File: src/rtl/pmem_burst_adapter.sv
// Cache-line to DRAM burst adapter: one LINE_WIDTH read or write from the cache
// pmem port is executed as BEATS consecutive BEAT_WIDTH beats on the burst port.
module pmem_burst_adapter #(
    parameter int LINE_WIDTH = 256,
    parameter int BEAT_WIDTH = 64
) (
    input  logic                  clk,
    input  logic                  rst,
    input  logic                  pmem_read,
    input  logic                  pmem_write,
    input  logic [31:0]           pmem_address,
    input  logic [LINE_WIDTH-1:0] pmem_wdata,
    output logic [LINE_WIDTH-1:0] pmem_rdata,
    output logic                  pmem_resp,
    output logic                  burst_read,
    output logic                  burst_write,
    output logic [31:0]           burst_address,
    output logic [BEAT_WIDTH-1:0] burst_wdata,
    input  logic [BEAT_WIDTH-1:0] burst_rdata,
    input  logic                  burst_resp
);
    localparam int BEATS = LINE_WIDTH / BEAT_WIDTH;
    localparam int CNT_W = $clog2(BEATS) + 1;
    localparam int IDX_W = (BEATS > 1) ? $clog2(BEATS) : 1;
    localparam int OFF_W = $clog2(LINE_WIDTH / 8);

    if (LINE_WIDTH % BEAT_WIDTH != 0) begin : g_bad_width
        $error("LINE_WIDTH must be a multiple of BEAT_WIDTH");
    end

    typedef enum logic [1:0] {IDLE, READ, WRITE, DONE} state_t;

    state_t                state;
    logic [CNT_W-1:0]      beat_cnt;
    logic [IDX_W-1:0]      beat_idx;
    logic [IDX_W-1:0]      next_idx;
    logic                  last_beat;
    logic [LINE_WIDTH-1:0] line_buf;
    logic [LINE_WIDTH-1:0] read_line;
    logic [31:0]           line_addr;
    logic                  unused_addr_bits;

    assign line_addr        = {pmem_address[31:OFF_W], {OFF_W{1'b0}}};
    assign unused_addr_bits = ^pmem_address[OFF_W-1:0];
    assign beat_idx         = beat_cnt[IDX_W-1:0];
    assign next_idx         = beat_idx + 1'b1;
    assign last_beat        = (beat_cnt == CNT_W'(BEATS - 1));

    // Line buffer with the current read beat merged in, so the final beat can
    // be published to pmem_rdata in the same edge that completes the burst.
    always_comb begin
        read_line = line_buf;
        read_line[beat_idx*BEAT_WIDTH +: BEAT_WIDTH] = burst_rdata;
    end

    // Shared staging buffer: holds the write line, or assembles the read line.
    always_ff @(posedge clk) begin
        if (state == IDLE && pmem_write) begin
            line_buf <= pmem_wdata;
        end else if (state == READ && burst_resp) begin
            line_buf <= read_line;
        end
    end

    always_ff @(posedge clk) begin
        if (rst) begin
            state         <= IDLE;
            beat_cnt      <= '0;
            pmem_rdata    <= '0;
            pmem_resp     <= 1'b0;
            burst_read    <= 1'b0;
            burst_write   <= 1'b0;
            burst_address <= '0;
            burst_wdata   <= '0;
        end else begin
            pmem_resp <= 1'b0;
            case (state)
                IDLE: begin
                    beat_cnt <= '0;
                    if (pmem_write) begin
                        state         <= WRITE;
                        burst_write   <= 1'b1;
                        burst_address <= line_addr;
                        burst_wdata   <= pmem_wdata[BEAT_WIDTH-1:0];
                    end else if (pmem_read) begin
                        state         <= READ;
                        burst_read    <= 1'b1;
                        burst_address <= line_addr;
                    end
                end
                READ: begin
                    if (burst_resp) begin
                        beat_cnt <= beat_cnt + 1'b1;
                        if (last_beat) begin
                            state      <= DONE;
                            burst_read <= 1'b0;
                            pmem_resp  <= 1'b1;
                            pmem_rdata <= read_line;
                        end
                    end
                end
                WRITE: begin
                    if (burst_resp) begin
                        beat_cnt <= beat_cnt + 1'b1;
                        if (last_beat) begin
                            state       <= DONE;
                            burst_write <= 1'b0;
                            pmem_resp   <= 1'b1;
                        end else begin
                            burst_wdata <= line_buf[next_idx*BEAT_WIDTH +: BEAT_WIDTH];
                        end
                    end
                end
                DONE: begin
                    state    <= IDLE;
                    beat_cnt <= '0;
                end
                default: begin
                    state    <= IDLE;
                    beat_cnt <= '0;
                end
            endcase
        end
    end

endmodule

File: config.mk
export PLATFORM = sky130hd
export DESIGN_NAME = pmem_burst_adapter
export DESIGN_NICKNAME = d
export VERILOG_FILES = /design/src/rtl/pmem_burst_adapter.sv
export SDC_FILE = /design/constraint.sdc
export NUM_CORES = 1
export LEC_CHECK = 0
export CAP_MARGIN = 20
export CORE_UTILIZATION = 30
export CTS_BUF_LIST = sky130_fd_sc_hd__clkbuf_16
export CTS_CLUSTER_SIZE = 28
export DETAILED_ROUTE_END_ITERATION = 16
export PLACE_DENSITY = 0.62
export RECOVER_POWER = 100
export SYNTH_ARGS = -nofsm -noshare
export SYNTH_HDL_FRONTEND = slang
export SYNTH_SLANG_ARGS = --single-unit
File: constraint.sdc
create_clock -name clk -period 7.7 [get_ports clk]
set_input_delay 1.155 -clock clk [delete_from_list [all_inputs] [get_ports clk]]
set_output_delay 1.155 -clock clk [all_outputs]
set_load 0.05 [all_outputs]
# After elaboration in Yosys (flattened, before gate mapping)
# Cells that the tools add are included.
[word_totals] reg_bits=616 inputBits=357 out_inout_bits=355 word_cells=72
[op_classes] add_sub_neg=3 n_eq_ne=15 n_shift=3 n_mux=24 bitwise=2 reduce_logical=16
[ops] op="$mux 256" n=2
[ops] op="$bwmux 256" n=1
[ops] op="$shift 64x34->256 const A" n=1
[ops] op="$shiftx 256x9->64" n=1
[ops] op="$shiftx 64x34->256" n=1
[ops] op="$mux 64" n=3
[ops] op="$pmux 64 s2" n=1
[ops] op="$mux 32" n=2
[ops] op="$neg 8->34" n=1
[ops] op="$ne 2x2->1 const B" n=8
[ops] op="$mux 2" n=4
[ops] op="$reduce_and 4->1" n=2
[ops] op="$reduce_bool 2->1" n=4
[ops] op="$mux 1" n=6
[ops] op="$pmux 2 s3" n=1
[ops] op="$pmux 3 s2" n=1
[ops] op="$reduce_and 3->1" n=2
[ops] op="$reduce_and 5->1" n=1
[ops] op="$eq 2x2->1 const B" n=2
[ops] op="$ne 2x1->1 const B" n=2
[ops] op="$pmux 1 s2" n=2
[ops] op="$reduce_or 2->1" n=2
[ops] op="$add 3x1->3 const B" n=1
[ops] op="$eq 3x2->1 const B" n=1
[ops] op="9 further kinds" n=11

# Depth between registers and ports, before layout
# Gate-level depths: netlist (run 1).
[depth] depth_word=5 ltp_mapped=9

# Least setup slack after synthesis (run 1)
# Ideal clock, no wire load.
[synth_path] path_kind="input to register" startpoint="input port pmem_write" endpoint="register line_buf[0] (enable)" t_arrival_ns=6.141 required_time_ns=5.753 path_slack_ns=-0.388 cell_stages=5 n_path_buf=3 path_cell_list="nand2_1 buf_2 clkbuf_1 buf_1 nand2_1"
[synth_via] elab_chain_cells=2
[synth_lines] element="from (decl)" line="10" rtl="input logic pmem_write,"
[synth_lines] element="$logic_and 1x1->1" line="58" rtl="if (state == IDLE && pmem_write) begin"
[synth_lines] element="$reduce_bool 2->1 (no source line)"
[synth_lines] element="to (signal assigned)" line="59" rtl="line_buf <= pmem_wdata;"
[synth_lines] element="to (signal assigned)" line="61" rtl="line_buf <= read_line;"
[synth_lines] element="to (decl)" line="38" rtl="logic [LINE_WIDTH-1:0] line_buf;"
# Every way passes these cells.
# A chain may end at the register's enable or synchronous reset.

# Worst setup path after layout (run 1)
[layout_path] startpoint="register beat_cnt[1]" endpoint="register line_buf[215], data pin"
[layout_via] elab_chain_cells=5
[layout_lines] element="from (decl)" line="34" rtl="logic [CNT_W-1:0] beat_cnt;"
[layout_lines] element="from (signal assigned)" line="93" rtl="beat_cnt <= beat_cnt + 1'b1;"
[layout_lines] element="from (signal assigned)" line="104" rtl="beat_cnt <= beat_cnt + 1'b1;"
[layout_lines] element="$neg 8->34 (*)" line="53" rtl="read_line[beat_idx*BEAT_WIDTH +: BEAT_WIDTH] = burst_rdata;"
[layout_lines] element="$shiftx 64x34->256 or $shift 64x34->256 (tied branches)" line="53"
[layout_lines] element="$bwmux 256 (*)" line="53"
[layout_lines] element="$mux 256 (*)" line="60" rtl="end else if (state == READ && burst_resp) begin"
[layout_lines] element="$mux 256 (*)" line="58"
# Every way passes the cells marked *; elsewhere a longest branch is shown, timed or not. The select of a mux whose other input is x is not followed.

==> results of run 1 <==
## worst max-delay path, stage by stage (launching register included)
cell	delay, ps
sky130_fd_sc_hd__dfxtp_1	420
sky130_fd_sc_hd__ha_1	1450
sky130_fd_sc_hd__nor4bb_1	480
sky130_fd_sc_hd__clkbuf_1	2090
sky130_fd_sc_hd__a21oi_1	550
sky130_fd_sc_hd__a21oi_1	270
## cell usage after synthesis (2+ instances only)
cell type / instances
sky130_fd_sc_hd__nand2_1: 62
sky130_fd_sc_hd__nor3_2: 10
sky130_fd_sc_hd__buf_4: 17
sky130_fd_sc_hd__edfxtp_1: 256
sky130_fd_sc_hd__ha_1: 9
sky130_fd_sc_hd__a21oi_1: 480
sky130_fd_sc_hd__a211oi_1: 197
sky130_fd_sc_hd__mux2i_1: 129
sky130_fd_sc_hd__buf_1: 20
sky130_fd_sc_hd__nor3_1: 118
sky130_fd_sc_hd__nand2b_1: 5
sky130_fd_sc_hd__dfxtp_1: 355
sky130_fd_sc_hd__nor2_1: 584
sky130_fd_sc_hd__o21ai_0: 2
sky130_fd_sc_hd__clkbuf_1: 147
sky130_fd_sc_hd__o22ai_1: 64
sky130_fd_sc_hd__inv_1: 7
sky130_fd_sc_hd__buf_6: 12
sky130_fd_sc_hd__buf_2: 73
sky130_fd_sc_hd__a211oi_2: 60
sky130_fd_sc_hd__nor4b_2: 2
sky130_fd_sc_hd__nor2b_1: 319
sky130_fd_sc_hd__a21oi_2: 60
## metal layers
layer / vias up / share of wire / global-route usage
li1: 11741 / - / -
met1: 12065 / 0.42 / 0.283
met2: 870 / 0.47 / 0.353
met3: 190 / 0.074 / 0.0582
met4: 14 / 0.030 / 0.0812
met5: - / 0.00081 / 0
## metrics by stage
step | area [um^2] | setup slack [ps] | utilization | total power (W)
after floorplan | 28400 | 2200 | - | 0.00851
after global placement | 36200 | 3590 | 0.387 | 0.0101
after detailed placement | 36200 | 3580 | 0.387 | 0.0102
after CTS | 38500 | 3820 | 0.411 | 0.0136
after global routing | 38200 | 2010 | 0.408 | 0.0141
final | 38200 | 2190 | 0.408 | 0.0134
## state kept, by name, summed over array words and instances (netlist names), 2 cells and up
register / flops
burst_wdata: 64
state: 2
pmem_rdata: 256
beat_cnt: 3
line_buf: 256
burst_address: 27
## worst paths after layout
path                                    endpoint  slack (ps)  cells after the start
worst max register to register     line_buf[215]        2190                      5
worst max-delay path               line_buf[215]        2190                      5
worst min-delay path            burst_address[8]         450                      2
worst min register to register  burst_address[8]         450                      2
## logic make-up (layout without fill, tap and decap cells)
kind of cell,count (synthesis),count (layout),share of synthesized area
other,1,23,0.000132
adder cells (fa/ha/maj),9,9,0.00397
multiplexers,130,130,0.0459
flip-flops,611,611,0.521
AO/OA/AOI/OAI,872,872,0.199
AND/OR/NAND/NOR,1108,1108,0.185
XOR/XNOR,1,1,0.000308
buffers and inverters,276,873,0.0451
## power by group through the flow
stage	logic, W	registers (W)	clock network, W
finish	0.00507	0.00498	0.00333
global route	0.00551	0.00509	0.00353
CTS	0.00523	0.00496	0.00342
floorplan	0.00302	0.00549	0
detailed placement	0.00521	0.00501	0
global placement	0.00514	0.00499	0
## cell type report
type / count / area, um^2 / share of cell area
repair buffers: 733 / 7340 / 0.192
flip-flops and latches: 611 / 14800 / 0.388
multi-input cells: 2125 / 12100 / 0.318
inverters: 7 / 26.3 / 0.000688
diodes: 18 / 45.0 / 0.00118
well taps: 1254 / 1570 / 0.0411
clock buffers: 78 / 1950 / 0.0511
clock inverters: 55 / 313 / 0.00819
==> out/summary.json, run 1 <==
{
  "pwr": {
    "switching_power_of_the_nets_w": 0.00518,
    "p_int_w": 0.00821,
    "power_switching_share": 0.387,
    "irDropWorstVdd_mv": 0.202,
    "leakagePower_nw": 13.8,
    "power_per_cell_area_mw_per_mm2": 351,
    "share_clk_of_total_power": 0.249,
    "seq_power_share": 0.372,
    "combinationalPowerShare": 0.379
  },
  "synth": {
    "syn-instance-count": 3008,
    "ys_seq_elements": 611,
    "synth_top_flop_cell": "sky130_fd_sc_hd__dfxtp_1",
    "ys_types": 43,
    "ys_warn_count": 0,
    "sequential_share_of_the_synthesized_area": 0.521,
    "synth_area_mm2": 0.0284,
    "synth_edf_count": 256,
    "post-synth-top-area-fraction": 0.271,
    "yosysTopAreaCell": "sky130_fd_sc_hd__edfxtp_1",
    "synth_top_cells_by_area": "sky130_fd_sc_hd__edfxtp_1 (27%), sky130_fd_sc_hd__dfxtp_1 (25%), sky130_fd_sc_hd__a21oi_1 (8.5%)",
    "share_of_flip_flops_with_an_asynchronous_set_or_reset": 0,
    "post_synth.cell_area_avg_um2": 9.44
  },
  "setup_path": {
    "startpoint": "beat_cnt[1]",
    "cp.required_ps": 8180,
    "setup.worst_path.start_class": "flip-flop",
    "critical_path.endpoint_type": "flip-flop",
    "critical_path.max_fanout": 35,
    "crit_type": "reg2reg",
    "reg2reg_from": "beat_cnt[1]",
    "critical_path_arrival_ps": 5990
  },
  "floorplan": {
    "fp.coreArea_mm2": 0.0936,
    "top_level_ports": 712,
    "floorplan.die_area_mm2": 0.0959,
    "rows": 112,
    "initial_utilization": 0.303,
    "floorplan.die.height_um": 310,
    "die_x_um": 310
  },
  "timing": {
    "final-setup-viol-count": 0,
    "fin_setup_tns_ps": 0,
    "fmaxAchievable_mhz": 181,
    "final_min_period_over_clock_period": 0.716,
    "finalHoldViolCount": 0,
    "worst_pin_slew_ps": 3790,
    "minimum_hold_slack_ps": 451,
    "max_clock_skew_ps": 30.2,
    "max_slew_margin": -1.53,
    "timing.final.crit_period_ps": 5510,
    "drv_slew": 372,
    "rsz_0062_raised_after_global_routing": "no"
  },
  "clock_network": {
    "cts-htree-levels": 3,
    "cts_made_buffers": 73,
    "clock_sinks": 611,
    "path_clk_slew_ps": 60,
    "cts_hold_buffers": 0,
    "cts_buffer_depth": 3,
    "post_cts_setup_driven_buffer_insertion_count": 0,
    "clockRootBuffer": "sky130_fd_sc_hd__clkbuf_16",
    "tritoncts_clock_tree": "done",
    "cts_resized": 0,
    "clk-insertion-delay-late_ps": 640
  },
  "global_route": {
    "first_pass_grt_wire_length_um": 158000,
    "grt_pass1_vias": 24003,
    "grt_overflow_total": 0,
    "track_usage": 0.220,
    "antenna_found_initial": 23,
    "grt_max_degree": 219
  },
  "route": {
    "routed-via-count": 24880,
    "wl_um": 109000,
    "detail_route.iter0.violations": 1820,
    "per_cell_via_count_in_the_routed_design": 5.10,
    "drt_pre_antenna_iters": 5,
    "detail_route.wl_per_cell_um": 22.4,
    "drt_drc_violations_left": 0,
    "ant_nets": 0
  },
  "job": {
    "maxCapViolCount": 9
  },
  "placement": {
    "io_buffer_count": 701,
    "dpl.cell_count": 4730,
    "place_congestion": 0.812,
    "dp_hpwl_um": 70300
  },
  "layout": {
    "most_frequent_cells_in_the_layout": "sky130_fd_sc_hd__nor2_1 (584), sky130_fd_sc_hd__a21oi_1 (535), sky130_fd_sc_hd__dfxtp_1 (354)",
    "post_layout_nonfiller_instances": 4881,
    "layout.filler_cells": 9443,
    "final_net_count": 3917,
    "layout-drive-gt1-share": 0.0579,
    "layout.cells.most_common": "sky130_fd_sc_hd__nor2_1",
    "area.growth.synth_to_final_pct": 34.5
  },
  "status": {
    "status": "finished with violations",
    "violations": "capacitance limit, slew limit"
  },
  "worst_hold_path": {
    "min-delay-path-class": "reg2reg",
    "hold_path_startpoint": "burst_address[8]"
  }
}
Note: power is estimated with default switching activity, not from simulation.
==> inputs of run 2 (changes only) <==
==> constraint.sdc (replaced) <==
create_clock -name clk -period 4.65 [get_ports clk]
set_input_delay 0.6975 -clock clk [delete_from_list [all_inputs] [get_ports clk]]
set_output_delay 0.6975 -clock clk [all_outputs]
set_load 0.05 [all_outputs]
==> out/summary.json, run 2 (synthesis results as in run 1) <==
{
  "floorplan": {
    "top_level_ports": {"value": 712, "change": "unchanged"},
    "floorplan.die_area": {"value": 0.0959, "unit": "mm^2", "change": "unchanged"},
    "initial_utilization": {"value": 0.303, "change": "unchanged"},
    "floorplan.die.height": {"value": 310, "unit": "um", "change": "unchanged"},
    "rows": {"value": 112, "change": "unchanged"},
    "die_x": {"value": 310, "unit": "um", "change": "unchanged"},
    "fp.coreArea": {"value": 0.0936, "unit": "mm^2", "change": "unchanged"}
  },
  "route": {
    "routed-via-count": {"value": 25202, "change": "was 24880"},
    "drt_drc_violations_left": {"value": 0, "change": "unchanged"},
    "drt_pre_antenna_iters": {"value": 5, "change": "unchanged"},
    "detail_route.wl_per_cell": {"value": 22.7, "unit": "um", "change": "was 22.4 um"},
    "detail_route.iter0.violations": {"value": 1790, "change": "was 1820"},
    "per_cell_via_count_in_the_routed_design": {"value": 5.14, "change": "was 5.10"},
    "wl": {"value": 111000, "unit": "um", "change": "was 109000 um"},
    "ant_nets": {"value": 0, "change": "unchanged"}
  },
  "global_route": {
    "grt_pass1_vias": {"value": 24502, "change": "was 24003"},
    "track_usage": {"value": 0.224, "change": "was 0.220"},
    "grt_max_degree": {"value": 176, "change": "was 219"},
    "first_pass_grt_wire_length": {"value": 161000, "unit": "um", "change": "was 158000 um"},
    "grt_overflow_total": {"value": 0, "change": "unchanged"},
    "antenna_found_initial": {"value": 18, "change": "was 23"}
  },
  "status": {
    "status": {"value": "finished with violations", "change": "unchanged"},
    "violations": {"value": "capacitance limit, slew limit", "change": "unchanged"}
  },
  "timing": {
    "finalHoldViolCount": {"value": 0, "change": "unchanged"},
    "final-setup-viol-count": {"value": 0, "change": "unchanged"},
    "minimum_hold_slack": {"value": 449, "unit": "ps", "change": "was 451 ps"},
    "max_slew_margin": {"value": -0.406, "change": "was -1.53"},
    "rsz_0062_raised_after_global_routing": {"value": "no", "change": "unchanged"},
    "final_min_period_over_clock_period": {"value": 0.827, "change": "was 0.716"},
    "timing.final.crit_period": {"value": 3850, "unit": "ps", "change": "was 5510 ps"},
    "max_clock_skew": {"value": 21.7, "unit": "ps", "change": "was 30.2 ps"},
    "drv_slew": {"value": 27, "change": "was 372"},
    "fin_setup_tns": {"value": 0, "unit": "ps", "change": "unchanged"},
    "fmaxAchievable": {"value": 260, "unit": "MHz", "change": "was 181 MHz"},
    "worst_pin_slew": {"value": 2110, "unit": "ps", "change": "was 3790 ps"},
    "post-route-worst-setup-slack": {"value": 803, "unit": "ps", "change": "was 2190 ps"}
  },
  "worst_hold_path": {
    "min-delay-path-class": {"value": "reg2reg", "change": "unchanged"}
  },
  "pwr": {
    "irDropWorstVdd": {"value": 0.472, "unit": "mV", "change": "was 0.202 mV"},
    "leakagePower": {"value": 13.9, "unit": "nW", "change": "was 13.8 nW"},
    "power_per_cell_area": {"value": 576, "unit": "mW/mm^2", "change": "was 351 mW/mm^2"}
  },
  "layout": {
    "post_layout_nonfiller_instances": {"value": 4900, "change": "was 4881"},
    "layout.cells.most_common": {"value": "sky130_fd_sc_hd__nor2_1", "change": "unchanged"},
    "layout-drive-gt1-share": {"value": 0.0580, "change": "was 0.0579"},
    "reg.largest.list": {"value": "line_buf: 256 flops, pmem_rdata: 256 flops, burst_wdata: 64 flops", "change": "unchanged"},
    "final_net_count": {"value": 3944, "change": "was 3917"},
    "area.growth.synth_to_final": {"value": 34.9, "unit": "%", "change": "was 34.5%"},
    "most_frequent_cells_in_the_layout": {"value": "sky130_fd_sc_hd__nor2_1 (584), sky130_fd_sc_hd__a21oi_1 (538), sky130_fd_sc_hd__dfxtp_1 (354)", "change": "was sky130_fd_sc_hd__nor2_1 (584), sky130_fd_sc_hd__a21oi_1 (535), sky130_fd_sc_hd__dfxtp_1 (354)"},
    "final_core_utilization": {"value": 0.409, "change": "was 0.408"}
  },
  "clock_network": {
    "cts_hold_buffers": {"value": 0, "change": "unchanged"},
    "path_clk_slew": {"value": 60, "unit": "ps", "change": "about the same"},
    "cts-htree-levels": {"value": 3, "change": "unchanged"},
    "clk-insertion-delay-late": {"value": 610, "unit": "ps", "change": "was 640 ps"},
    "cts_made_buffers": {"value": 73, "change": "unchanged"},
    "post_cts_setup_driven_buffer_insertion_count": {"value": 0, "change": "unchanged"},
    "cts_buffer_depth": {"value": 3, "change": "unchanged"},
    "tritoncts_clock_tree": {"value": "done", "change": "unchanged"},
    "clockRootBuffer": {"value": "sky130_fd_sc_hd__clkbuf_16", "change": "unchanged"},
    "clock_sinks": {"value": 611, "change": "unchanged"},
    "cts_resized": {"value": 0, "change": "unchanged"}
  },
  "placement": {
    "preCtsSetupSlack": {"value": 1280, "unit": "ps", "change": "was 3580 ps"},
    "place_congestion": {"value": 0.828, "change": "was 0.812"},
    "dp_hpwl": {"value": 73800, "unit": "um", "change": "was 70300 um"},
    "dpl.cell_count": {"value": 4757, "change": "was 4730"},
    "io_buffer_count": {"value": 701, "change": "unchanged"}
  },
  "setup_path": {
    "critical_path.max_fanout": {"value": 35, "change": "unchanged"},
    "critical_path_arrival": {"value": 4360, "unit": "ps", "change": "was 5990 ps"},
    "setup.worst_path.start_class": {"value": "flip-flop", "change": "unchanged"},
    "crit_type": {"value": "reg2reg", "change": "unchanged"},
    "cp.required": {"value": 5160, "unit": "ps", "change": "was 8180 ps"},
    "critical_path.endpoint_type": {"value": "flip-flop", "change": "unchanged"}
  },
  "job": {
    "maxCapViolCount": {"value": 2, "change": "was 9"}
  }
}
## run 2: power breakdown
| group | total, W | internal (W) | switching, W |
|---|---|---|---|
| clock network | 0.00540 | 0.00306 | 0.00234 |
| registers | 0.00822 | 0.00755 | 0.000675 |
| logic | 0.00844 | 0.00288 | 0.00556 |
## run 2: critical path, stage by stage, from the launching register on
cell	delay (ps)
sky130_fd_sc_hd__dfxtp_4	570
sky130_fd_sc_hd__inv_1	220
sky130_fd_sc_hd__ha_4	380
sky130_fd_sc_hd__and4b_1	1760
sky130_fd_sc_hd__a21oi_1	470
sky130_fd_sc_hd__a211oi_1	330
## run 2: final cells by class
type	instances	area (um^2)
flip-flops and latches	611	14800
repair buffers	760	7550
clock inverters	57	304
multi-input cells	2125	12100
fillers	9416	55300
well taps	1254	1570
inverters	7	26.3
diodes	10	25.0
clock buffers	76	1900
## run 2: metrics by stage
step,power [W],instance area [um^2]
detailed placement,0.0170,36500
global route,0.0232,38300
CTS,0.0224,38700
floorplan,0.0140,28400
finish,0.0221,38300
global placement,0.0168,36500
## run 2: worst paths after layout
kind                                   startpoint           endpoint  slack (ps)  cells past startpoint
worst max-delay path                  beat_cnt[0]    pmem_rdata[122]         800                      5
worst min-delay path            burst_address[21]  burst_address[21]         450                      2
worst max register to register        beat_cnt[0]    pmem_rdata[122]         800                      5
worst min register to register  burst_address[21]  burst_address[21]         450                      2
## run 2: routing by layer
metal | GRT usage | up-vias | wire (um)
met5 | 0 | - | 84
met4 | 0.0816 | 14 | 3430
met2 | 0.368 | 967 | 53000
met1 | 0.286 | 12254 | 46300
li1 | - | 11764 | -
met3 | 0.0512 | 203 | 8700
==> inputs of run 3 (changes only) <==
--- a/config.mk
+++ b/config.mk
@@ -10,7 +10,7 @@
 export CTS_BUF_LIST = sky130_fd_sc_hd__clkbuf_16
 export CTS_CLUSTER_SIZE = 28
 export DETAILED_ROUTE_END_ITERATION = 16
-export PLACE_DENSITY = 0.62
+export PLACE_DENSITY = 0.6
 export RECOVER_POWER = 100
 export SYNTH_ARGS = -nofsm -noshare
 export SYNTH_HDL_FRONTEND = slang
==> constraint.sdc (replaced) <==
create_clock -name clk -period 3.7 [get_ports clk]
set_input_delay 0.555 -clock clk [delete_from_list [all_inputs] [get_ports clk]]
set_output_delay 0.555 -clock clk [all_outputs]
set_load 0.05 [all_outputs]
==> out/summary.json, run 3 (synthesis results as in run 1) <==
{
  "status": {
    "status": {"value": "finished with violations", "change": "unchanged"},
    "violations": {"value": "capacitance limit, slew limit", "change": "unchanged"}
  },
  "clock_network": {
    "cts_buffer_depth": {"value": 3, "change": "unchanged"},
    "cts_hold_buffers": {"value": 0, "change": "unchanged"},
    "cts-htree-levels": {"value": 3, "change": "unchanged"},
    "clockRootBuffer": {"value": "sky130_fd_sc_hd__clkbuf_16", "change": "unchanged"},
    "cts_made_buffers": {"value": 71, "change": "was 73"},
    "clock_sinks": {"value": 611, "change": "unchanged"},
    "post_cts_setup_driven_buffer_insertion_count": {"value": 0, "change": "unchanged"},
    "tritoncts_clock_tree": {"value": "done", "change": "unchanged"},
    "cts_resized": {"value": 0, "change": "unchanged"},
    "path_clk_slew": {"value": 60, "unit": "ps", "change": "about the same"},
    "clk-insertion-delay-late": {"value": 600, "unit": "ps", "change": "was 610 ps"}
  },
  "floorplan": {
    "initial_utilization": {"value": 0.303, "change": "unchanged"},
    "floorplan.die.height": {"value": 310, "unit": "um", "change": "unchanged"},
    "die_x": {"value": 310, "unit": "um", "change": "unchanged"},
    "floorplan.die_area": {"value": 0.0959, "unit": "mm^2", "change": "unchanged"},
    "top_level_ports": {"value": 712, "change": "unchanged"},
    "fp.coreArea": {"value": 0.0936, "unit": "mm^2", "change": "unchanged"},
    "rows": {"value": 112, "change": "unchanged"}
  },
  "global_route": {
    "grt_max_degree": {"value": 163, "change": "was 176"},
    "grt_pass1_vias": {"value": 24609, "change": "was 24502"},
    "grt_overflow_total": {"value": 0, "change": "unchanged"},
    "track_usage": {"value": 0.227, "change": "was 0.224"},
    "first_pass_grt_wire_length": {"value": 163000, "unit": "um", "change": "was 161000 um"},
    "antenna_found_initial": {"value": 26, "change": "was 18"}
  },
  "placement": {
    "dp_hpwl": {"value": 74800, "unit": "um", "change": "was 73800 um"},
    "io_buffer_count": {"value": 701, "change": "unchanged"},
    "preCtsSetupSlack": {"value": 627, "unit": "ps", "change": "was 1280 ps"},
    "place_congestion": {"value": 0.831, "change": "was 0.828"}
  },
  "worst_hold_path": {
    "hold_path_startpoint": {"value": "burst_address[11]", "change": "was burst_address[21]"},
    "min-delay-path-class": {"value": "reg2reg", "change": "unchanged"}
  },
  "pwr": {
    "seq_power_share": {"value": 0.369, "change": "was 0.373"},
    "power_per_cell_area": {"value": 726, "unit": "mW/mm^2", "change": "was 576 mW/mm^2"},
    "irDropWorstVdd": {"value": 0.641, "unit": "mV", "change": "was 0.472 mV"},
    "power_switching_share": {"value": 0.388, "change": "was 0.389"},
    "p_int": {"value": 0.0172, "unit": "W", "change": "was 0.0135 W"},
    "leakagePower": {"value": 14.0, "unit": "nW", "change": "was 13.9 nW"},
    "switching_power_of_the_nets": {"value": 0.0109, "unit": "W", "change": "was 0.00858 W"},
    "share_clk_of_total_power": {"value": 0.250, "change": "was 0.245"},
    "combinationalPowerShare": {"value": 0.381, "change": "was 0.383"}
  },
  "layout": {
    "layout-drive-gt1-share": {"value": 0.0752, "change": "was 0.0580"},
    "area.growth.synth_to_final": {"value": 36.5, "unit": "%", "change": "was 34.9%"},
    "final_net_count": {"value": 3956, "change": "was 3944"},
    "reg.largest.list": {"value": "line_buf: 256 flops, pmem_rdata: 256 flops, burst_wdata: 64 flops", "change": "unchanged"},
    "final_core_utilization": {"value": 0.414, "change": "was 0.409"},
    "layout.cells.most_common": {"value": "sky130_fd_sc_hd__nor2_1", "change": "unchanged"},
    "layout.filler_cells": {"value": 9434, "change": "was 9416"},
    "most_frequent_cells_in_the_layout": {"value": "sky130_fd_sc_hd__nor2_1 (584), sky130_fd_sc_hd__a21oi_1 (512), sky130_fd_sc_hd__dfxtp_1 (354)", "change": "was sky130_fd_sc_hd__nor2_1 (584), sky130_fd_sc_hd__a21oi_1 (538), sky130_fd_sc_hd__dfxtp_1 (354)"}
  },
  "setup_path": {
    "startpoint": {"value": "beat_cnt[0]", "change": "unchanged"},
    "setup.worst_path.start_class": {"value": "flip-flop", "change": "unchanged"},
    "reg2reg_from": {"value": "beat_cnt[0]", "change": "unchanged"},
    "setup.worst_path.end": {"value": "pmem_rdata[251]", "change": "was pmem_rdata[122]"},
    "crit_type": {"value": "reg2reg", "change": "unchanged"},
    "critical_path_arrival": {"value": 3740, "unit": "ps", "change": "was 4360 ps"},
    "reg2reg_slack": {"value": 460, "unit": "ps", "change": "was 800 ps"},
    "critical_path.endpoint_type": {"value": "flip-flop", "change": "unchanged"},
    "critical_path.max_fanout": {"value": 39, "change": "was 35"},
    "reg2reg_to": {"value": "pmem_rdata[251]", "change": "was pmem_rdata[122]"},
    "cp.required": {"value": 4210, "unit": "ps", "change": "was 5160 ps"},
    "count_of_cells_along_the_worst_register_to_register_path": {"value": 7, "change": "was 5"}
  },
  "route": {
    "detail_route.iter0.violations": {"value": 1957, "change": "was 1790"},
    "drt_drc_violations_left": {"value": 0, "change": "unchanged"},
    "routed.top_layer": {"value": "met5", "change": "unchanged"},
    "drt_pre_antenna_iters": {"value": 5, "change": "unchanged"},
    "routed-via-count": {"value": 25192, "change": "was 25202"},
    "met2_wirelength": {"value": 52900, "unit": "um", "change": "was 53000 um"},
    "dr_wl_met3": {"value": 7940, "unit": "um", "change": "was 8700 um"},
    "per_cell_via_count_in_the_routed_design": {"value": 5.13, "change": "was 5.14"},
    "ant_nets": {"value": 0, "change": "unchanged"},
    "wl": {"value": 113000, "unit": "um", "change": "was 111000 um"},
    "detail_route.wl_per_cell": {"value": 23.0, "unit": "um", "change": "was 22.7 um"},
    "routedLengthMet1": {"value": 48300, "unit": "um", "change": "was 46300 um"}
  },
  "timing": {
    "rsz_0062_raised_after_global_routing": {"value": "no", "change": "unchanged"},
    "finalHoldViolCount": {"value": 0, "change": "unchanged"},
    "minimum_hold_slack": {"value": 452, "unit": "ps", "change": "was 449 ps"},
    "post-route-worst-setup-slack": {"value": 462, "unit": "ps", "change": "was 803 ps"},
    "max_clock_skew": {"value": 25.9, "unit": "ps", "change": "was 21.7 ps"},
    "fin_setup_tns": {"value": 0, "unit": "ps", "change": "unchanged"},
    "worst_pin_slew": {"value": 1540, "unit": "ps", "change": "was 2110 ps"},
    "max_slew_margin": {"value": -0.0234, "change": "was -0.406"},
    "drv_slew": {"value": 75, "change": "was 27"},
    "fmaxAchievable": {"value": 309, "unit": "MHz", "change": "was 260 MHz"},
    "final_min_period_over_clock_period": {"value": 0.875, "change": "was 0.827"},
    "final-setup-viol-count": {"value": 0, "change": "unchanged"},
    "timing.final.crit_period": {"value": 3240, "unit": "ps", "change": "was 3850 ps"}
  },
  "job": {
    "maxCapViolCount": {"value": 1, "change": "was 2"}
  }
}
==> run 3: changes by cell type in the layout (fill, tap and decap cells not counted), moves of 7 or more <==
cell                       previous run  this run
sky130_fd_sc_hd__a21oi_1            538       512
sky130_fd_sc_hd__a21oi_2              2        28
sky130_fd_sc_hd__buf_12              11        20
sky130_fd_sc_hd__inv_1               27        18
sky130_fd_sc_hd__a211oi_1           208       201
sky130_fd_sc_hd__a211oi_2            49        56
==> run 3: how the worst min path moves through the flow <==
stage | slack [ps] | depth (start not counted) | to
6_report | 450 | 2 | burst_address[11]
5_1_grt | 470 | 2 | burst_address[16]
4_1_cts | 450 | 2 | burst_address[28]
3_5_place_dp | 450 | 2 | burst_address[28]
3_3_place_gp | 440 | 2 | burst_address[28]
2_1_floorplan | 470 | 2 | beat_cnt[2]
==> run 3: routing by layer <==
layer / global-route usage / up-vias
li1: - / 11819
met4: 0.0872 / 18
met2: 0.365 / 966
met3: 0.0442 / 199
met5: 0 / -
met1: 0.299 / 12190
==> run 3: metrics by stage <==
stage | instances | total power, W | cell area, um^2
2_1_floorplan | 3012 | 0.0176 | 28400
3_3_place_gp | 4771 | 0.0213 | 36800
3_5_place_dp | 4771 | 0.0215 | 36800
4_1_cts | 4899 | 0.0286 | 39100
5_1_grt | 4914 | 0.0297 | 38800
6_report | 4914 | 0.0282 | 38800
==> run 3: worst max-delay path, stage by stage, from the launching register on <==
cell and delay [ps]:
sky130_fd_sc_hd__dfxtp_4 610, sky130_fd_sc_hd__inv_1 230, sky130_fd_sc_hd__ha_4 380, sky130_fd_sc_hd__nor4bb_1 840
sky130_fd_sc_hd__buf_12 280, sky130_fd_sc_hd__and2b_1 380, sky130_fd_sc_hd__a21oi_1 160, sky130_fd_sc_hd__a211oi_1 230
==> run 3: area by class of cell <==
class	instances	area (um^2)	area share
diodes	15	37.5	0.000968
clock buffers	74	1850	0.0478
clock inverters	54	427	0.0110
inverters	7	26.3	0.000678
multi-input cells	2125	12300	0.317
flip-flops and latches	611	14800	0.382
well taps	1254	1570	0.0405
repair buffers	774	7780	0.201
==> run 3: power groups by stage <==
stage | clock [W] | combinational (W) | sequential [W]
final | 0.00703 | 0.0107 | 0.0104
after global routing | 0.00743 | 0.0116 | 0.0106
after CTS | 0.00718 | 0.0111 | 0.0104
after detailed placement | 0 | 0.0110 | 0.0105
after global placement | 0 | 0.0109 | 0.0104
after floorplan | 0 | 0.00628 | 0.0113
